## config.mk

```make
export PLATFORM = sky130hd
export DESIGN_NAME = dmem_io_ctrl
export DESIGN_NICKNAME = d
export VERILOG_FILES = /design/src/rtl/dmem_io_ctrl.sv
export SDC_FILE = /design/constraint.sdc
export NUM_CORES = 2
export LEC_CHECK = 0
export BUFFER_PORTS_ARGS = -buffer_cell sky130_fd_sc_hd__buf_4
export CAP_MARGIN = 30
export CORE_MARGIN = 2
export CORE_UTILIZATION = 40
export DETAILED_ROUTE_END_ITERATION = 10
export GPL_TIMING_DRIVEN = 0
export PLACE_DENSITY_LB_ADDON = 0.12
export SYNTH_ARGS = -nofsm -noshare
export SYNTH_HDL_FRONTEND = slang
export SYNTH_SLANG_ARGS = --single-unit
```

## constraint.sdc

```tcl
create_clock -name clock -period 3.9 [get_ports clock]
set_input_delay 0.195 -clock clock [delete_from_list [all_inputs] [get_ports clock]]
set_output_delay 0.195 -clock clock [all_outputs]
set_load 0.05 [all_outputs]
```

## src/rtl/dmem_io_ctrl.sv

```systemverilog
// rtl/dmem_io_ctrl.sv - data memory and memory-mapped I/O controller
//
// Word-addressed RAM plus a small memory-mapped I/O block: 7-segment
// display register, synchronized switch status, sticky switch rising-edge
// flags (cleared by reading), and a free-running prescaled timer.
//
// Ports:
//   clock      - single clock, all state updates on its rising edge
//   reset      - asynchronous, active-low reset (RAM contents are kept)
//   dmemaddr   - 16-bit word address
//   dmemwdata  - write data, DW bits
//   dmemwrite  - write enable
//   dmemread   - read enable; dmemrdata is combinational from current state
//   io_sw      - asynchronous switch inputs, NSW bits
//   dmemrdata  - read data, 0 when not reading or address unmapped
//   io_display - 7-segment drive, mirrors the DISP register

module dmem_io_ctrl #(
  parameter int DW       = 16,
  parameter int DEPTH    = 128,
  parameter int NSW      = 2,
  parameter int PRESCALE = 4
) (
  input  logic           clock,
  input  logic           reset,
  input  logic [15:0]    dmemaddr,
  input  logic [DW-1:0]  dmemwdata,
  input  logic           dmemwrite,
  input  logic           dmemread,
  input  logic [NSW-1:0] io_sw,
  output logic [DW-1:0]  dmemrdata,
  output logic [6:0]     io_display
);

  localparam int AW = $clog2(DEPTH);
  localparam int PW = (PRESCALE > 1) ? $clog2(PRESCALE) : 1;
  localparam logic [PW-1:0] PRESC_MAX = PW'(PRESCALE - 1);
  localparam logic [16:0]   DEPTH_EXT = 17'(DEPTH);

  localparam logic [15:0] ADDR_DISP   = 16'hFFF0;
  localparam logic [15:0] ADDR_SWSTAT = 16'hFFF2;
  localparam logic [15:0] ADDR_SWEDGE = 16'hFFF4;
  localparam logic [15:0] ADDR_TIMER  = 16'hFFF6;
  localparam logic [15:0] ADDR_PRESC  = 16'hFFF8;

  logic [DW-1:0]  mem [DEPTH];
  logic [6:0]     disp;
  logic [NSW-1:0] sw_s1, sw_s2, sw_s3;
  logic [NSW-1:0] sw_edge;
  logic [DW-1:0]  timer;
  logic [PW-1:0]  presc;

  logic           ram_sel;
  logic [AW-1:0]  ram_idx;
  logic           disp_wr;
  logic           timer_wr;
  logic           swedge_rd;
  logic [NSW-1:0] sw_rise;

  assign ram_sel   = ({1'b0, dmemaddr} < DEPTH_EXT);
  assign ram_idx   = dmemaddr[AW-1:0];
  assign disp_wr   = dmemwrite && (dmemaddr == ADDR_DISP);
  assign timer_wr  = dmemwrite && (dmemaddr == ADDR_TIMER);
  assign swedge_rd = dmemread && (dmemaddr == ADDR_SWEDGE);
  assign sw_rise   = sw_s2 & ~sw_s3;

  assign io_display = disp;

  // RAM has no reset so its contents survive reset; writes are still
  // blocked while reset is held.
  always_ff @(posedge clock) begin
    if (reset && dmemwrite && ram_sel) begin
      mem[ram_idx] <= dmemwdata;
    end
  end

  always_ff @(posedge clock or negedge reset) begin
    if (!reset) begin
      disp    <= '0;
      sw_s1   <= '0;
      sw_s2   <= '0;
      sw_s3   <= '0;
      sw_edge <= '0;
      timer   <= '0;
      presc   <= '0;
    end else begin
      if (disp_wr) begin
        disp <= dmemwdata[6:0];
      end

      sw_s1 <= io_sw;
      sw_s2 <= sw_s1;
      sw_s3 <= sw_s2;

      // OR-ing the new rises after the clear makes a coincident edge survive.
      sw_edge <= (swedge_rd ? '0 : sw_edge) | sw_rise;

      // A timer load restarts the prescale period and beats any increment.
      if (timer_wr) begin
        timer <= dmemwdata;
        presc <= '0;
      end else if (presc == PRESC_MAX) begin
        timer <= timer + 1'b1;
        presc <= '0;
      end else begin
        presc <= presc + 1'b1;
      end
    end
  end

  // Reads see pre-edge state, so read-during-write returns the old value.
  always_comb begin
    dmemrdata = '0;
    if (dmemread) begin
      if (ram_sel) begin
        dmemrdata = mem[ram_idx];
      end else begin
        case (dmemaddr)
          ADDR_DISP:   dmemrdata = DW'(disp);
          ADDR_SWSTAT: dmemrdata = DW'(sw_s2);
          ADDR_SWEDGE: dmemrdata = DW'(sw_edge);
          ADDR_TIMER:  dmemrdata = timer;
          ADDR_PRESC:  dmemrdata = DW'(presc);
          default:     dmemrdata = '0;
        endcase
      end
    end
  end

endmodule

```

==> metrics.md <==
| Metric | Value |
|---|---|
| Starting Density | 40.2% |
| Levels on crit path | 15 |
| Vias after detailed routing | 57200 |
| Clock period minus worst slack | 4.20 ns |
| Count of pins over their slew limit | 0 |
| PnR worst setup slack | -0.300 ns |
| Mapped cell area | 80200 um^2 |
| Finish-stage setup viols | 23 |
| Clock latency on the worst-skew pair | 0.90 ns |
| Worst-Margin Slew | 1.18 ns |
| Cell taking the most area after synthesis | edfxtp_1 |
| GRT overflow | 0 |
| Critical path arrival | 4.01 ns |
| Mean Syn Cell Area | 17.2 um^2 |
| Syn nets | 4704 |
| Clock power share | 41.4% |
| Vias in the first global route | 50400 |
| CTS Buf Count | 217 |
| Clk buf depth | 3 |
| Average wire per standard cell | 53.7 um |
| Crit path max-delay family | compound AO/OA/AOI/OAI gates |
| Slew headroom | 21.2% |
| Chip height | 452 um |
| Clock skew | 0.00541 ns |
| Fmax | 238 MHz |
| Crit path top cell by count | buf_6 |
| Startpoint types | input port |
| Sw Ratio | 25.2% |
| Core Area | 199000 um^2 |
| Total Neg Setup Slack | -2.88 ns |
| Post-synth ARST share | 1.59% |
| WHS Path Cells | 3 |
| Worst-path clk slew | 0.06 ns |
| EDFF count, synth | 2048 |
| Initial antenna violation count | 62 |
| Net Switching | 12.2 mW |
| Gate Count Post-Synth | 4664 |
| P_int | 36.3 mW |
| Area growth, synth to finish | 21.0% |
| CTS tree | yes |
| Final Cycle Share | 108% |
| Number of synthesized register bits | 2081 |
| Peak VDD IR | 0.509 mV |
| Initial DRT Pass Iterations | 6 |
| Critical R2R Capture | timer[13]$_DFFE_PN0P_ |
| Critical path endpoint category | output pin |
| Initial drt markers | 13000 |
| Maxcap violations | 0 |
| FILL cells | 16800 |
| Static Leakage | 30.8 nW |
| Synth Flop Type | edfxtp_1 |
| R2r setup slk | 1.80 ns |
| Final GP Congestion | 1.00 |
| Yosys cell types | 99 |
| Critical Path RT | 3.70 ns |
| Num rows | 164 |
| Largest net degree at the start of global routing | 114 |
| CP max stage cell | o211ai_1 |
| Gate power share | 8.0% |
| All-layer global routing usage | 41.5% |
| Sink Count | 2081 |
| Detail Route Antenna Nets | 0 |
| Worst Hold Class | input port to flip-flop |
| Layout cells sized above 1 | 23.0% |
| Tot Pwr | 48.6 mW |
| Outcome | complete, but fails checks |
| Top cell type's share of synthesized area | 76.7% |
| Synth warn | 0 |
| Total die area | 204000 um^2 |
| Violated checks | negative setup slack |
| DIE WIDTH | 452 um |
| Reg2Reg Depth | 6 |
| CP Cell Sequence | buf_4 -> buf_6 -> buf_12 -> buf_12 -> buf_8 -> nor2b_2 -> buf_6 -> buf_6 -> a221oi_1 -> nor2_1 -> o221ai_2 -> o311ai_2 -> o211ai_1 -> a41oi_2 -> buf_4 |
| Sequential fraction of the synthesis area | 77.7% |
| Final WL | 431000 um |
| DRC violations left | 0 |
| WS Path Type | input port to output pin |
| CTS root buf | clkbuf_16 |
| Max stage delay on crit path | 0.55 ns |
| H-tree Lvls | 4 |
| Largest cells by area after synthesis | edfxtp_1 77%, mux2_2 2.4%, mux2i_1 2.0% |
| Most common cell in the synthesized netlist | edfxtp_1 |
| Final hold violation count | 0 |
| RSZ-0062 raised after global routing | yes |
| I/O pin count | 61 |
| Max FO, Critical Path | 10 |
| Pwr Density | 500 nW/um^2 |
| Drt via density | 7.14 |
| Detailed Place HPWL | 279000 um |
| Crit path buf inv count | 8 |
| PortBufs | 55 |
| First-pass GRT wire length | 541000 um |
| # nets final | 5196 |
| Hold worst-path end | presc[0]$_DFF_PN0_ |
| Synth cell count leaders | 2048 x edfxtp_1, 291 x nor2_1, 230 x o22ai_1, 174 x nand2_1, 172 x a22oi_1 |
| Seq pwr share | 50.6% |
| Worst flop-to-flop path startpoint | presc[0]$_DFF_PN0_ |
| Hold path start | dmemwrite |
-- metal layers --
layer	up-vias	routed length [um]	global-route usage, %
met1	29600	149000	52.0
li1	20200	-	-
met5	-	743	1.17
met3	1457	69000	18.3
met2	5888	176000	57.4
met4	37	36200	28.4
-- what timing repair did --
item | in CTS | in global routing
hold endpoints to repair | 704 | 0
endpoints found under the setup margin | 536 | 14
hold buffers | 24 | 0
setup buffers | 13 | 17
gates resized for setup | 368 | 86
pin swaps | 13 | 10
-- flip-flops by register name, summed over array words and instances (netlist names) --
signal,count
sw_edge,2
io_display,7
sw_s2,2
mem,2048
presc,2
sw_s1,2
timer,16
sw_s3,2
-- stage by stage --
step	instance area [um^2]	setup WS, ns	util, %	hold WS (ns)	cells
after floorplan	80200	0.666	-	-0.101	4664
after global placement	83900	-4.14	42.1	0.183	7375
after detailed placement	88300	-1.55	44.3	0.179	7546
after CTS	96600	-0.0158	48.4	0.0694	7982
after global routing	97000	-0.0652	48.6	0.107	7999
final	97000	-0.300	48.6	0.0734	8022
-- worst max-delay path by stage --
stage / end / slack (ns) / startpoint
detailed placement: dmemrdata[5] / -1.55 / dmemaddr[1]
finish: dmemrdata[9] / -0.30 / dmemaddr[2]
CTS: dmemrdata[5] / -0.02 / dmemaddr[2]
floorplan: dmemrdata[15] / 0.67 / dmemaddr[0]
global route: dmemrdata[3] / -0.07 / mem[126][3]$_DFFE_PP_
global placement: mem[37][2]$_DFFE_PP_ / -4.14 / dmemaddr[1]
-- cell usage in the layout (no fill, tap or decap), drive strengths merged, types with 45 or more instances in the layout --
cell        n
o21ai     148
clkbuf    382
a22oi     172
clkinv    102
mux2i     160
a2111oi    45
o22ai     231
a221oi    114
o221ai     65
nor2      294
nand2     175
a21oi     166
buf       483
a22o       48
edfxtp   2048
mux2      178
-- final cells by class --
type / instances / area, um^2 / share of cell area, %
flip-flops and latches: 2081 / 62300 / 64.2
multi-input cells: 2248 / 17400 / 17.9
clock buffers: 293 / 5840 / 6.02
repair buffers: 280 / 4300 / 4.43
well taps: 2656 / 3320 / 3.43
plain buffers: 316 / 2970 / 3.06
clock inverters: 111 / 797 / 0.821
diodes: 25 / 62.6 / 0.0645
inverters: 12 / 52.6 / 0.0542
-- tightest hold or removal path: cells and delay by family --
kind / cells / cell delay [ns]
buffers and inverters: 2 / 0.68
AO/OA/AOI/OAI: 1 / 0.06
-- cells by family (layout without fill, tap and decap cells) --
logic type / count (synthesis) / in the layout / synth area share [%]
xor gates and xnor gates: 15 / 15 / 0.164
muxes: 360 / 360 / 5.12
DFF: 2081 / 2081 / 77.7
adders and majority gates: 2 / 2 / 0.0312
and+or+nand+nor: 634 / 634 / 3.56
AOI/OAI and AO/OA: 1237 / 1237 / 11.0
buffers and inverters: 335 / 1012 / 2.38
other: 0 / 25 / 0
-- power groups by stage --
| stage | clock, mW | combinational (mW) | sequential (mW) |
|---|---|---|---|
| final | 20.1 | 3.87 | 24.6 |
| after global routing | 20.7 | 3.71 | 24.6 |
| after CTS | 19.9 | 3.54 | 24.6 |
| after detailed placement | 0 | 3.34 | 25.0 |
| after global placement | 0 | 3.15 | 25.1 |
| after floorplan | 0 | 1.10 | 25.0 |
Note: power is estimated with default switching activity, not from simulation.
